===== src/rtl/led_seq_pkg.sv =====
`default_nettype none
// ============================================================================
// Module   : led_seq_pkg
// Purpose  : Shared types and constants for the LED mode sequencer:
//            display-mode enum, per-mode entry patterns, LED bank width.
// Revision : 1.0 - initial release
// ============================================================================
package led_seq_pkg;

  localparam int LED_W = 5;

  typedef enum logic [1:0] {
    MODE_OFF   = 2'd0,
    MODE_BLINK = 2'd1,
    MODE_CHASE = 2'd2,
    MODE_COUNT = 2'd3
  } mode_t;

  localparam logic [LED_W-1:0] PAT_OFF   = 5'b00000;
  localparam logic [LED_W-1:0] PAT_BLINK = 5'b11111;
  localparam logic [LED_W-1:0] PAT_CHASE = 5'b00001;
  localparam logic [LED_W-1:0] PAT_COUNT = 5'b00000;

  // Mode order is OFF -> BLINK -> CHASE -> COUNT -> OFF.
  function automatic mode_t next_mode(input mode_t m);
    mode_t n;
    case (m)
      MODE_OFF:   n = MODE_BLINK;
      MODE_BLINK: n = MODE_CHASE;
      MODE_CHASE: n = MODE_COUNT;
      default:    n = MODE_OFF;
    endcase
    return n;
  endfunction

  // Pattern loaded whenever a mode is entered.
  function automatic logic [LED_W-1:0] entry_pat(input mode_t m);
    logic [LED_W-1:0] p;
    case (m)
      MODE_OFF:   p = PAT_OFF;
      MODE_BLINK: p = PAT_BLINK;
      MODE_CHASE: p = PAT_CHASE;
      default:    p = PAT_COUNT;
    endcase
    return p;
  endfunction

endpackage
`default_nettype wire


===== src/rtl/led_mode_sequencer_prescaler.sv =====
`default_nettype none
// ============================================================================
// Module   : led_prescaler
// Purpose  : Free-running WIDTH-bit step prescaler with synchronous clear.
//            tick is high while the counter is all-ones, i.e. on the cycle
//            whose closing edge wraps the counter back to zero.
// Revision : 1.0 - initial release
// ============================================================================
module led_prescaler #(
  parameter int WIDTH = 22
) (
  input  logic clk,
  input  logic rst,
  input  logic clr,
  output logic tick
);

  logic [WIDTH-1:0] cnt;

  // Count up, wrapping naturally; clr restarts the step period.
  always_ff @(posedge clk or posedge rst) begin
    if (rst) begin
      cnt <= '0;
    end else if (clr) begin
      cnt <= '0;
    end else begin
      cnt <= cnt + 1'b1;
    end
  end

  assign tick = &cnt;

endmodule
`default_nettype wire


===== src/rtl/led_mode_sequencer.sv =====
`default_nettype none
// ============================================================================
// Module   : led_mode_sequencer
// Purpose  : LED bank pattern controller. A NEXT pulse cycles the display
//            mode (OFF/BLINK/CHASE/COUNT); a prescaler tick steps the pattern
//            unless HOLD is high. All LED outputs are registered.
//            Optional macro LED_SEQ_PWM_EN adds a BRIGHT input that gates
//            every LED with a free-running PWM counter.
// Revision : 1.0 - initial release
// ============================================================================
module led_mode_sequencer
  import led_seq_pkg::*;
#(
  parameter int PRESCALE_W = 22
`ifdef LED_SEQ_PWM_EN
  , parameter int PWM_W = 4
`endif
) (
  input  logic             clk,
  input  logic             rst,
  input  logic             next,
  input  logic             hold,
`ifdef LED_SEQ_PWM_EN
  input  logic [PWM_W-1:0] bright,
`endif
  output logic [1:0]       mode,
  output logic             led1,
  output logic             led2,
  output logic             led3,
  output logic             led4,
  output logic             led5,
  output logic             ledg_n,
  output logic             ledr_n
);

  localparam logic DIR_LEFT  = 1'b0;
  localparam logic DIR_RIGHT = 1'b1;

  localparam logic [LED_W-1:0] PAT_LEFT_END  = 5'b10000;
  localparam logic [LED_W-1:0] PAT_RIGHT_END = 5'b00001;

  mode_t            cur_mode;
  mode_t            new_mode;
  logic [LED_W-1:0] pat;
  logic             dir;
  logic             tick;

  logic [LED_W-1:0] step_pat;
  logic             step_dir;

  logic [LED_W-1:0] led_d;
  logic             ledg_d;
  logic             ledr_d;

  logic [LED_W-1:0] led_reg;
  logic             ledg_reg;
  logic             ledr_reg;

  // A mode change restarts the step period so the entry pattern shows for a
  // full period.
  led_prescaler #(
    .WIDTH (PRESCALE_W)
  ) u_prescaler (
    .clk  (clk),
    .rst  (rst),
    .clr  (next),
    .tick (tick)
  );

  assign new_mode = next_mode(cur_mode);

  // Next pattern/direction for a step in the current mode.
  always_comb begin
    step_pat = pat;
    step_dir = dir;
    case (cur_mode)
      MODE_BLINK: step_pat = ~pat;
      MODE_CHASE: begin
        if (dir == DIR_LEFT) begin
          if (pat == PAT_LEFT_END) begin
            step_dir = DIR_RIGHT;
            step_pat = pat >> 1;
          end else begin
            step_pat = pat << 1;
          end
        end else begin
          if (pat == PAT_RIGHT_END) begin
            step_dir = DIR_LEFT;
            step_pat = pat << 1;
          end else begin
            step_pat = pat >> 1;
          end
        end
      end
      MODE_COUNT: step_pat = pat + 1'b1;
      default: ;
    endcase
  end

  // Mode FSM and pattern state; NEXT takes priority over a coincident step.
  always_ff @(posedge clk or posedge rst) begin
    if (rst) begin
      cur_mode <= MODE_OFF;
      pat      <= PAT_OFF;
      dir      <= DIR_LEFT;
    end else if (next) begin
      cur_mode <= new_mode;
      pat      <= entry_pat(new_mode);
      dir      <= DIR_LEFT;
    end else if (tick && !hold) begin
      pat <= step_pat;
      dir <= step_dir;
    end
  end

`ifdef LED_SEQ_PWM_EN
  logic [PWM_W-1:0] pwm_cnt;
  logic             lit;

  // Free-running brightness counter; never cleared by mode changes.
  always_ff @(posedge clk or posedge rst) begin
    if (rst) begin
      pwm_cnt <= '0;
    end else begin
      pwm_cnt <= pwm_cnt + 1'b1;
    end
  end

  assign lit = (pwm_cnt < bright);
`endif

  // Raw LED drive derived from mode, pattern and direction, then gated.
  always_comb begin
    led_d  = pat;
    ledg_d = 1'b1;
    ledr_d = 1'b1;
    case (cur_mode)
      MODE_BLINK: begin
        ledg_d = ~pat[0];
        ledr_d = pat[0];
      end
      MODE_CHASE: begin
        ledg_d = (dir != DIR_LEFT);
        ledr_d = (dir != DIR_RIGHT);
      end
      MODE_COUNT: begin
        ledg_d = ~pat[0];
        ledr_d = (pat != '0);
      end
      default: ;
    endcase
`ifdef LED_SEQ_PWM_EN
    // Outside the duty window every LED is forced dark.
    led_d  = led_d & {LED_W{lit}};
    ledg_d = ledg_d | ~lit;
    ledr_d = ledr_d | ~lit;
`endif
  end

  // Output registers: no combinational path from inputs to pins.
  always_ff @(posedge clk or posedge rst) begin
    if (rst) begin
      led_reg  <= '0;
      ledg_reg <= 1'b1;
      ledr_reg <= 1'b1;
    end else begin
      led_reg  <= led_d;
      ledg_reg <= ledg_d;
      ledr_reg <= ledr_d;
    end
  end

  assign mode   = cur_mode;
  assign led1   = led_reg[0];
  assign led2   = led_reg[1];
  assign led3   = led_reg[2];
  assign led4   = led_reg[3];
  assign led5   = led_reg[4];
  assign ledg_n = ledg_reg;
  assign ledr_n = ledr_reg;

endmodule
`default_nettype wire


===== config.mk =====
export PLATFORM = sky130hd
export DESIGN_NAME = led_mode_sequencer
export DESIGN_NICKNAME = d
export VERILOG_FILES = /design/src/rtl/led_seq_pkg.sv /design/src/rtl/led_mode_sequencer_prescaler.sv /design/src/rtl/led_mode_sequencer.sv
export SDC_FILE = /design/constraint.sdc
export NUM_CORES = 1
export LEC_CHECK = 0
export BUFFER_PORTS_ARGS = -buffer_cell sky130_fd_sc_hd__buf_2
export CAP_MARGIN = 20
export CORE_ASPECT_RATIO = 2
export CORE_MARGIN = 3
export CORE_UTILIZATION = 35
export DETAILED_ROUTE_END_ITERATION = 8
export PLACE_DENSITY = 0.52
export SYNTH_ARGS = -nofsm -noshare
export SYNTH_HDL_FRONTEND = slang
export SYNTH_HIERARCHICAL = 1
export SYNTH_SLANG_ARGS = --single-unit

===== constraint.sdc =====
create_clock -name clk -period 3.15 [get_ports clk]
set_clock_uncertainty 0.2 [all_clocks]
set_input_delay 0.1575 -clock clk [delete_from_list [all_inputs] [get_ports clk]]
set_output_delay 0.1575 -clock clk [all_outputs]
set_load 0.02 [all_outputs]

==> metrics list, run 1 <==
- Count of placed standard cells in the final layout, fillers left out: 280
* First-pass GRT wire length: approximately 7700 µm
- The synthesized design contains 37 register bits.
- Static leakage: around 0.89 nW
- The critical path in this run is classified as flop to flop.
- The number of different library cells used by synthesis comes to 43.
- The synthesized netlist devotes between 20% and 30% of its cell area to simple gates.
- The placed instances occupy a cell area of around 0.0021 mm².
- Summing over every cut layer, the via total after detailed routing is roughly 1600.
- Setup repair after global routing left no endpoint under its margin.
* Top FF cell, synth: sky130_fd_sc_hd__dfrtp_1
- At the later pin of the worst-skew pair, clock insertion delay measures between 200 and 300 ps.
- The worst path in the final design needs a cycle of ~2600 ps, including I/O delays and setup.
- Synthesis produced a netlist with a net count of about 220.
- Grt total ovfl: 0
* Antenna Cells: 0
* Fin util: about two fifths
- Cells with a size suffix above 1 make up 11.8% of the layout.
- The Yosys step of the flow raised 6 warnings.
* Setup TNS after final layout: 0 ps
* Number of remaining DRC errors: 0
* Proportion of synthesized chip area in sequential cells: around 46%
- The cell area that synthesis handed to floorplanning was 0.00200 mm².
- Maximum number of pins on one net before global-route repair: 36
* WHS: 133 ps
- Counting flops with a built-in enable in the synthesized netlist gives 0.
- The pre-antenna-repair detailed-routing pass consisted of 4 iterations.
- Total Routing Usage GR: approximately 15%
- CP startpoint kind: flop
- Share of flip-flops with an asynchronous set or reset: 100%
* Final hold vios: 0
- Along the worst path, the maximum fanout reaches 6.
- The final layout contains approximately 230 nets.
* Worst endpoint data arrival time: between 2000 and 3000 ps
- STA puts the critical path data required time at slightly above 3000 ps.
- Cts bufs inserted: 5
- The tree is rooted in a sky130_fd_sc_hd__clkbuf_8.
- After clock tree synthesis, the setup repair step added 0 buffers.
- Input and output buffers added on the ports amount to 12.
- Setup violations remaining at the end of the flow were counted as 0.
- WL per Instance: 15.9 µm
- Final number of max-transition violations: 0
- TritonCTS clock tree: built
* Kind of capture point of the worst setup path: flop
- Multiplexer fraction of the synthesized cell area: under 10%
- Total Die Area: 0.00672 mm²
* Placed cells: 271
- In this run the deepest clock path goes through 2 buffers.
- Placer's final routability congestion estimate: about 0.76
- Dominant combinational cell family by area after synthesis: simple AND/OR/NAND/NOR gates
- Worst slew pin tran: 884 ps
* Syn_area_per_cell: 9.58 µm²
* Die width: approximately 59 µm
- Initial drt markers: 40
- Average via count per standard cell: ~5.6
* Power per Cell Area: 721 mW/mm²
* Number of standard-cell rows in the floorplan: 38
- Worst min-delay path category: primary input to flop
- Adder and majority cell fraction of the synthesized area: around 5.6%
- Cell count after synthesis: between 200 and 250
- From synthesis to final layout, the design area changed by 8.87%.
- The initial utilization of the core area, before any placement, comes to around 37%.
- Post-Synth XOR/XNOR Area: approximately 5.7%
* Clock Pin Slew Worst Setup and Hold Paths: approximately 80 ps
- Pin placement for this block handled 13 I/O pins.
- The floorplan step defined a core boundary enclosing around 0.0055 mm².
- Across the run, the number of max-cap violations was 0.
- Part of the cycle the worst path needs: 81.4%
* Total routed wirelength: between 4000 and 5000 µm
- Detail Placement HPWL: 3270 µm
* Clock sink count: 37
- Via count of the first global-routing pass: about 1700
- Flip-flop count of the largest register after layout: 22
- Measured along the y axis, the die boundary spans ~110 µm.
- Complex-gate fraction of the synthesized area: 14.0%
- Across all register-to-register paths, the minimum setup slack is between 500 and 600 ps.
- Number of routed nets with antenna violations: 0
- Max IR drop VDD: 0.000409 V
- Htree depth: 2
- The number of antenna violations at the first check in global routing came to 0.
- The run finished with clean final reports.
- Max Clock Freq: ~390 MHz
- The worst pin sits at a relative slew slack of around two fifths.
- The finished cells cover 0.00218 mm².
[layout by cell type, fill, tap and decap left out, types with 2 or more instances in the layout]
cell	count
sky130_fd_sc_hd__a21oi_1	13
sky130_fd_sc_hd__a31oi_1	2
sky130_fd_sc_hd__and3_1	3
sky130_fd_sc_hd__buf_2	12
sky130_fd_sc_hd__clkbuf_1	2
sky130_fd_sc_hd__clkbuf_8	6
sky130_fd_sc_hd__dfrtp_1	35
sky130_fd_sc_hd__dfstp_2	2
sky130_fd_sc_hd__ha_1	9
sky130_fd_sc_hd__inv_1	5
sky130_fd_sc_hd__mux2i_1	2
sky130_fd_sc_hd__nand2_1	15
sky130_fd_sc_hd__nand2b_1	2
sky130_fd_sc_hd__nand3_1	9
sky130_fd_sc_hd__nand4_1	7
sky130_fd_sc_hd__nor2_1	20
sky130_fd_sc_hd__nor2b_1	4
sky130_fd_sc_hd__nor3_1	5
sky130_fd_sc_hd__nor4_1	4
sky130_fd_sc_hd__o21ai_0	15
sky130_fd_sc_hd__o21ai_1	2
sky130_fd_sc_hd__o31ai_1	4
sky130_fd_sc_hd__or3_1	9
sky130_fd_sc_hd__or4_1	3
sky130_fd_sc_hd__xnor2_1	9
sky130_fd_sc_hd__xor2_1	4
[cells in the mapped netlist (5+ instances only)]
| cell | count | area share, % |
|---|---|---|
| sky130_fd_sc_hd__a21oi_1 | 13 | 3.2 |
| sky130_fd_sc_hd__dfrtp_1 | 35 | 44 |
| sky130_fd_sc_hd__ha_1 | 9 | 5.6 |
| sky130_fd_sc_hd__inv_1 | 5 | 0.94 |
| sky130_fd_sc_hd__nand2_1 | 15 | 2.8 |
| sky130_fd_sc_hd__nand3_1 | 9 | 2.2 |
| sky130_fd_sc_hd__nand4_1 | 7 | 2.2 |
| sky130_fd_sc_hd__nor2_1 | 20 | 3.7 |
| sky130_fd_sc_hd__nor3_1 | 5 | 1.2 |
| sky130_fd_sc_hd__o21ai_0 | 15 | 3.7 |
| sky130_fd_sc_hd__or3_1 | 9 | 2.8 |
| sky130_fd_sc_hd__xnor2_1 | 9 | 3.9 |
[path summary, 6_finish.rpt]
path / startpoint / end / depth (start not counted)
max in group asynchronous: rst / u_prescaler/cnt[8] / 3
hold reg to reg: u_prescaler/cnt[0] / u_prescaler/cnt[0] / 1
setup reg to reg: u_prescaler/cnt[0] / led_d[0] / 8
hold / removal: hold / dir / 5
setup / recovery: u_prescaler/cnt[0] / led_d[0] / 8
min in group asynchronous: rst / mode[1] / 3
[layout make-up]
class | count | area [µm²]
well taps | 60 | 75.1
repair buffers | 14 | 77.6
inverters | 6 | 22.5
multi-input cells | 155 | 986
fillers | 556 | 3290
clock buffers | 8 | 90.1
flip-flops and latches | 37 | 928
[power breakdown]
group	internal [mW]	leakage (nW)	switching, mW
Clock	0.179	0.0455	0.164
Sequential	0.567	0.480	0.121
Combinational	0.206	0.364	0.334
[worst max-delay path: stages, from the launching register on]
cell and delay [ps]:
sky130_fd_sc_hd__dfrtp_1 380, sky130_fd_sc_hd__ha_1 260, sky130_fd_sc_hd__nand3_1 190, sky130_fd_sc_hd__or4_1 530
sky130_fd_sc_hd__nor2_1 100, sky130_fd_sc_hd__nor2b_1 260, sky130_fd_sc_hd__o21a_2 250, sky130_fd_sc_hd__mux2i_1 190
sky130_fd_sc_hd__mux2i_1 80
[timing repair]
action,in CTS,in global routing
hold buffers,1,0
endpoints found under the hold margin,35,0
resized for setup,0,0
[kinds of logic (layout without fill, tap and decap cells)]
logic type / count (synthesis) / after routing
AND/OR/NAND/NOR: 85 / 85
buffers and inverters: 17 / 28
adder cells (fa/ha/maj): 9 / 9
flip-flops: 37 / 37
AO/OA/AOI/OAI: 45 / 45
XOR/XNOR: 13 / 13
multiplexers: 3 / 3
[per-stage QoR]
step	total power [mW]	setup WS [ps]
after global placement	1.25	642
after detailed placement	1.24	556
after CTS	1.60	542
after global routing	1.68	295
final	1.57	585
after floorplan	1.09	805
[layer usage]
| metal | vias up | part of all wire [%] | track usage (%) |
|---|---|---|---|
| met2 | 19 | 57 | 26.1 |
| met1 | 762 | 38 | 16.1 |
| li1 | 768 | - | - |
| met3 | 12 | 1.7 | 2.40 |
| met4 | 0 | 3.7 | 8.77 |
| met5 | - | 0 | 0 |
(Power assumes the default switching activity.)
==> run 2, diff against run 1 <==
==> constraint.sdc (replaced) <==
create_clock -name clk -period 2.5 [get_ports clk]
set_clock_uncertainty 0.2 [all_clocks]
set_input_delay 0.125 -clock clk [delete_from_list [all_inputs] [get_ports clk]]
set_output_delay 0.125 -clock clk [all_outputs]
set_load 0.02 [all_outputs]
==> metrics list, run 2 (same netlist as run 1, synthesis figures left out) <==
- The min-delay analysis places its worst path in the category primary input to flop.
* Power per Cell Area: roughly 890 mW/mm²
- The first global-routing pass estimated between 7000 and 8000 µm of wire.
- Flip-flop count of the largest register after layout: 22
- Total routed wirelength: 4670 µm
* Static leakage: about 0.92 nW
- Antenna Cells: 0
- The critical path is of the flop to flop type.
* Part of the cycle the worst path needs: roughly 91%
- The number of antenna violations at the first check in global routing came to 0.
* Result of the run: finished, final reports clean
- The via count of the first global-routing pass came to between 1500 and 2000.
- In this design, the stage delay of the slowest critical-path cell is around 500 ps.
- The core region is approximately 0.0055 mm².
- In the final layout, the multi-input gates occupy 995 µm².
- The final max-slew violation count came to 0.
* Critical-path cell list: ha_1, nand3_1, or4_1, nor2_1, nor2b_2, o21ai_1, nor2_1, a41oi_1
- Data required time at the worst endpoint: between 2000 and 2500 ps
- Clock Pin Slew Worst Setup and Hold Paths: approximately 80 ps
- Counting the buffers created by CTS gives 5.
* Commonest cells after routing, fill and taps aside: sky130_fd_sc_hd__dfrtp_1 (35), sky130_fd_sc_hd__nor2_1 (20), sky130_fd_sc_hd__o21ai_0 (15), sky130_fd_sc_hd__nand2_1 (15), sky130_fd_sc_hd__a21oi_1 (13)
- Initial core utilization: ~37%
* Count of vias placed by the detailed router: around 1600
- Detailed placement finished with a half-perimeter wire length of 3460 µm.
- TritonCTS built the clock tree.
- CTS built an H-tree with a depth of 2.
- I/O Buffers: 12
- Worst Path Max Fanout: 3
- In this run the tightest slew margin relative to its limit is ~42%.
- Die width: between 50 and 60 µm
- In this design, the critical path's most frequently occurring cell is sky130_fd_sc_hd__nor2_1.
- Leaving out fill and tap cells, the most frequent cell in the layout is sky130_fd_sc_hd__dfrtp_1.
- Max IR drop VDD: 0.000497 V
* Maximum number of buffers from clock root to sink: 2
- The tree built by TritonCTS fans out to 37 sinks.
* Fin util: about 41%
- The number of failing hold endpoints at the final stage was 0.
- Final-stage net count: approximately 240
- Max Clock Freq: 438 MHz
- The die covers ~0.0067 mm².
* Signed area change from the synthesized netlist to the final layout: 11.6%
- Worst endpoint data arrival time: between 2000 and 2500 ps
* Hold Path Depth: 2
* CTS Root Cell: sky130_fd_sc_hd__clkbuf_8
- Counting cells, the worst reg-to-reg path comes to 8.
- Kind of capture point of the worst setup path: flop
- At the pin with the least slew margin, the transition time is about 870 ps.
- The later pin in the worst-skew pair is clocked with a latency of ~290 ps.
* Die outline height: about 110 µm
* Final setup vio count: 0
- Initial drt markers: slightly below 60
- At the end of routability-driven placement, the weighted congestion stood at about 0.77.
- CP startpoint kind: flop
- Final period demand of the worst path: around 2300 ps
- The largest individual stage delay along the critical path comes from the cell sky130_fd_sc_hd__or4_1.
* Number of routed nets with antenna violations: 0
* Number of standard-cell rows in the floorplan: 38
- Of the cells placed in the final design, the portion with a size suffix greater than 1 is 15.9%.
- Setup repair after global routing left no endpoint under its margin.
- WL per Instance: between 15 and 20 µm
- Once the clock tree was built, the setup fixing pass inserted 0 buffers.
- Layout fillers: between 500 and 600
* FF/Latch Area: 928 µm²
- Total Routing Usage GR: around 15%
- After routing, the total negative slack on setup checks comes to 0 ps.
- The tool flagged a number of max-cap violations equal to 0.
* Grt total ovfl: 0
- After detailed routing, the number of vias per cell comes to about 5.5.
- Maximum number of pins on one net before global-route repair: 24
* Top Ports: 13
* Number of remaining DRC errors: 0
* Initial DRT Pass Iterations: 4
run 2: changes by cell type in the layout (fill, tap and decap cells not counted):
cell                       before  now
sky130_fd_sc_hd__buf_4          1    8
sky130_fd_sc_hd__clkbuf_1       2    1
sky130_fd_sc_hd__clkbuf_8       6    5
sky130_fd_sc_hd__clkinv_2       0    2
sky130_fd_sc_hd__nor2b_1        4    3
sky130_fd_sc_hd__nor2b_2        0    1
sky130_fd_sc_hd__nor4_1         4    3
sky130_fd_sc_hd__nor4_2         0    1
run 2: final cells by class:
cell class / instances / share of cell area [%]
inverters: 6 / 1.01
well taps: 60 / 3.36
flip-flops and latches: 37 / 41.6
clock buffers: 6 / 3.25
multi-input cells: 155 / 44.5
clock inverters: 2 / 0.448
repair buffers: 21 / 5.83
run 2: routing by layer:
metal	wire, µm	global-route usage [%]	up-vias
met2	2730	28.8	19
met3	111	3.42	5
met5	0	0	-
met1	1750	15.2	769
met4	87	6.51	0
li1	-	-	785
run 2: critical path: cells and delay by family (launching register included):
family / cells / cell delay (ps)
adders and majority gates: 1 / 190
DFF: 1 / 390
and+or+nand+nor: 5 / 1120
AOI/OAI and AO/OA: 2 / 260
run 2: power breakdown:
group	internal [mW]	switching [mW]	leakage (nW)	total (mW)
logic	0.273	0.432	0.398	0.705
registers	0.715	0.149	0.480	0.864
clock network	0.193	0.214	0.0450	0.407
total	1.18	0.795	0.923	1.98
run 2: per-stage QoR:
stage          power (mW)  hold slack (ps)  area, µm²  cells  setup WS [ps]
2_1_floorplan        1.37             -175       2000    209            155
3_3_place_gp         1.59             28.3       2130    278            228
3_5_place_dp         1.58             38.3       2130    278            158
4_1_cts              2.00             63.2       2220    287            147
5_1_grt              2.13             83.0       2230    287           42.4
6_report             1.98             72.7       2230    287            217
run 2: repair_timing:
item,CTS,global route
endpoints found under the hold margin,35,0
hold buffers,1,0
gates resized for setup,0,2
setup endpoints to repair,0,2
run 2: final timing paths:
path / startpoint / slack (ps) / to
min: next / 70 / u_prescaler/cnt[14]
max: u_prescaler/cnt[0] / 220 / led_d[3]
min reg2reg: u_prescaler/cnt[0] / 280 / u_prescaler/cnt[0]
max in group asynchronous: rst / 1200 / u_prescaler/cnt[12]
max reg2reg: u_prescaler/cnt[0] / 220 / led_d[3]
min in group asynchronous: rst / 240 / mode[1]
==> run 3, diff against run 2 <==
--- a/config.mk
+++ b/config.mk
@@ -5,12 +5,14 @@
 export SDC_FILE = /design/constraint.sdc
 export NUM_CORES = 1
 export LEC_CHECK = 0
+export ABC_AREA = 1
 export BUFFER_PORTS_ARGS = -buffer_cell sky130_fd_sc_hd__buf_2
 export CAP_MARGIN = 20
 export CORE_ASPECT_RATIO = 2
 export CORE_MARGIN = 3
 export CORE_UTILIZATION = 35
 export DETAILED_ROUTE_END_ITERATION = 8
+export GPL_ROUTABILITY_DRIVEN = 0
 export PLACE_DENSITY = 0.52
 export SYNTH_ARGS = -nofsm -noshare
 export SYNTH_HDL_FRONTEND = slang
==> metrics list, run 3 <==
* Floorplan core area: about 0.0061 mm²
- Count of placed standard cells in the final layout, fillers left out: 383
* Worst endpoint data arrival time: between 2000 and 2500 ps
* Seq pwr share: 37.8%
* Number of routed nets with antenna violations: 0
- Worst min-delay path category: primary input to flop
* Worst slew pin tran: 905 ps
- Via count of the first global-routing pass: 1890
- Summing every instance area after synthesis gives about 0.0022 mm².
- After Yosys synthesis, XOR and XNOR cells account for 0.797% of the synthesized area.
- Summed over all failing endpoints, the final setup total negative slack is 0 ps.
- TritonCTS clock tree: built
- For this run, asynchronously set or reset flops after synthesis account for 100%.
* Max IR drop VDD: 0.000426 V
* Share of the synthesized area in the top cell type: between 30% and 40%
* Number of standard-cell rows in the floorplan: 40
- Number of remaining DRC errors: 0
* Signed area change from the synthesized netlist to the final layout: 13.3%
- The flow ran to the end, and the final reports show no timing, DRC or antenna violations.
- Synth area leader: sky130_fd_sc_hd__dfrtp_1
- Number of max-capacitance violations reported: 0
- Clock tree synthesis selected as its root buffer the cell sky130_fd_sc_hd__clkbuf_16.
* Clock network fraction of design power: 27.2%
- In the synthesized netlist the dominant register cell turns out to be sky130_fd_sc_hd__dfrtp_1.
- Initial drt markers: 44
* Part of the cycle the worst path needs: 89.3%
- Setup repair after global routing missed its margin: false
- Final hold vios: 0
- Entering global routing, the biggest net connects 23 pins.
- For this configuration, the core starts out at a cell density of 36.3%.
- Yosys attributes the largest share of cell area to sky130_fd_sc_hd__dfrtp_1 (40%), sky130_fd_sc_hd__nand2_1 (9.9%), sky130_fd_sc_hd__nor2_1 (6.7%).
* Total routed wirelength: approximately 5000 µm
* Count of vias placed by the detailed router: approximately 1900
- STA classifies the critical path startpoint as a flop.
* Antenna Cells: 0
* Power per Cell Area: ~900 mW/mm²
- Die outline height: about 120 µm
- Adder and majority cell fraction of the synthesized area: between 5 and 6%
- Number of warning messages in the yosys log: 6
- After clock tree synthesis, the repair step resized 0 gates.
* WL per Instance: 13.4 µm
* Die width: between 60 and 70 µm
* Syn_area_per_cell: about 8 µm²
* Slowest cell delay on critical path: roughly 360 ps
- Detail Placement HPWL: just under 4000 µm
- Summed over all layers, the global routing overflow is 0.
- Cells fill 41.1% of the core in the end.
- Average via count per standard cell: roughly 4.9
* Final number of max-transition violations: 0
- Post-CTS timing repair inserted 0 buffers for setup.
- Static leakage: between 1 and 1.5 nW
* Bufs and invs on worst path: 1
- Final period demand of the worst path: approximately 2200 ps
- Initial DRT Pass Iterations: 4
- CP max-delay cell: sky130_fd_sc_hd__dfrtp_1
* Dominant combinational cell family by area after synthesis: simple AND/OR/NAND/NOR gates
* Commonest cells after routing, fill and taps aside: sky130_fd_sc_hd__nand2_1 (58), sky130_fd_sc_hd__nor2_1 (39), sky130_fd_sc_hd__inv_1 (35), sky130_fd_sc_hd__dfrtp_1 (35), sky130_fd_sc_hd__a21oi_1 (18)
* Htree depth: 2
* First-pass GRT wire length: 8710 µm
- Share of synthesized cell area in and, or, nand and nor gates: a little under a third
* Kind of capture point of the worst setup path: flop
- Max Clock Freq: 448 MHz
- Most frequent standard cell in the layout excluding fill and tap cells: sky130_fd_sc_hd__nand2_1
- Leading cell type by number of instances after synthesis: sky130_fd_sc_hd__nand2_1
- Total power for the finished layout comes to between 2 and 2.5 mW.
- Summing the areas of all compound-gate instances in the mapped netlist gives 12.9% of the synthesized area.
- Data required time at the worst endpoint: between 2000 and 2500 ps
- Proportion of synthesized chip area in sequential cells: a little over two fifths
- The critical path is of the flop to flop type.
- Fraction of layout instances using a drive strength above 1: between 10% and 20%
- Among cell families on the critical path, the largest total delay comes from simple AND/OR/NAND/NOR gates.
* Worst-case headroom to the max-slew limit: between 30% and 40%
- Port buffering added 12 buffers.
* Cts bufs inserted: 5
* Net Sw Frac: 39.6%
* Clock sink count: 37
* Number of synthesized flops with an enable pin: 0
* Cell count after synthesis: between 200 and 300
* Final setup vio count: 0
- Distinct cell type count after synthesis: 33
* Psw: 0.888 mW
- Pin placement for this block handled 13 I/O pins.
* Register bit count reported by yosys: 37
- Total Routing Usage GR: 16.1%
* Total Die Area: about 0.0073 mm²
* Final-stage net count: between 300 and 400
- The critical path goes through ha_1, nand2_1, nor2_2, nand2_2, nor2_4, nand3_2, nor2_2, nand2_1, o21ai_4, inv_4, a21oi_4, a21oi_2.
- Clock Pin Slew Worst Setup and Hold Paths: approximately 50 ps
- Flip-flop count of the largest register after layout: 22
- Later-pin clock latency in the skew report: ~280 ps
- Most instantiated cells after synthesis: sky130_fd_sc_hd__nand2_1 (58), sky130_fd_sc_hd__nor2_1 (39), sky130_fd_sc_hd__dfrtp_1 (35), sky130_fd_sc_hd__inv_1 (35), sky130_fd_sc_hd__a21oi_1 (18)
* Logic pwr share: 35.0%
- The number of antenna violations at the first check in global routing is 0.
- Of all nets on the critical path, the largest fanout is 6.
- Total nets after synthesis: 294
- Multiplexer cells account for 0% of the synthesized area.
* Placed cells: roughly 370
- Maximum number of buffers from clock root to sink: 2
* Internal power consumption: around 1.4 mW
-- run 3: cell count changes in the layout (fill, tap and decap cells not counted), sizes merged, moves of 8 or more --
cell,delta
nand3,+8
nand2,+47
inv,+33
or3,-9
xnor2,-9
a21oi,+9
buf,-8
nor2,+33
-- run 3: what timing repair did --
action                     4_1_cts  5_1_grt
hold endpoints to repair        39        0
hold buffers                     2        0
setup endpoints to repair        0        0
-- run 3: cell type report --
type                       instances  area [µm²]
inverter                          39         149
timing repair buffer              14        80.1
clock inverter                     2        10.0
multi-input combinational        201        1090
fill                             630        3570
tap                               84         105
sequential                        37         928
clock buffer                       6         129
-- run 3: cells by family (layout without fill, tap and decap cells) --
logic type | after synthesis | after routing
simple gates | 144 | 144
compound gates | 46 | 46
buf+inv | 43 | 61
flops | 37 | 37
fa+ha+maj | 9 | 9
xor+xnor | 2 | 2
-- run 3: path summary, 6_finish.rpt --
kind                                         start                  to  slack [ps]  cells past startpoint
min in group asynchronous                      rst            led_d[2]         260                      3
worst min register to register  u_prescaler/cnt[0]  u_prescaler/cnt[0]         250                      1
worst min-delay path                          hold                 dir         120                      5
max in group asynchronous                      rst  u_prescaler/cnt[1]        1130                      3
worst max-delay path            u_prescaler/cnt[0]            led_d[3]         270                     12
worst max register to register  u_prescaler/cnt[0]            led_d[3]         270                     12
-- run 3: power by group through the flow --
stage	combinational [mW]	clock (mW)	sequential [mW]
after floorplan	0.526	0	0.908
after global placement	0.787	0	0.863
after detailed placement	0.790	0	0.860
after CTS	0.794	0.629	0.852
after global routing	0.884	0.658	0.873
final	0.786	0.611	0.848
-- run 3: per-layer routing --
metal	vias to the layer above	GRT usage (%)	part of all wire (%)	wire [µm]
li1	934	-	-	-
met1	883	16.2	36	1850
met2	35	27.7	57	2930
met3	13	4.17	2.8	143
met4	0	9.16	4.3	221
met5	-	0	0	0
-- run 3: worst reg2reg max path, cell delays in order, from the launching register on --
cell,delay [ps]
sky130_fd_sc_hd__dfrtp_1,360
sky130_fd_sc_hd__ha_1,200
sky130_fd_sc_hd__nand2_1,90
sky130_fd_sc_hd__nor2_2,180
sky130_fd_sc_hd__nand2_2,130
sky130_fd_sc_hd__nor2_4,120
sky130_fd_sc_hd__nand3_2,80
sky130_fd_sc_hd__nor2_2,80
sky130_fd_sc_hd__nand2_1,100
sky130_fd_sc_hd__o21ai_4,230
sky130_fd_sc_hd__inv_4,60
sky130_fd_sc_hd__a21oi_4,200
sky130_fd_sc_hd__a21oi_2,80
-- run 3: through the flow --
step                hold slack, ps  setup WS [ps]  cell area [µm²]
floorplan                     -175            481             2200
global placement              15.2            309             2330
detailed placement            30.4            260             2330
CTS                            103            246             2490
global route                   155           52.5             2490
finish                         124            268             2490
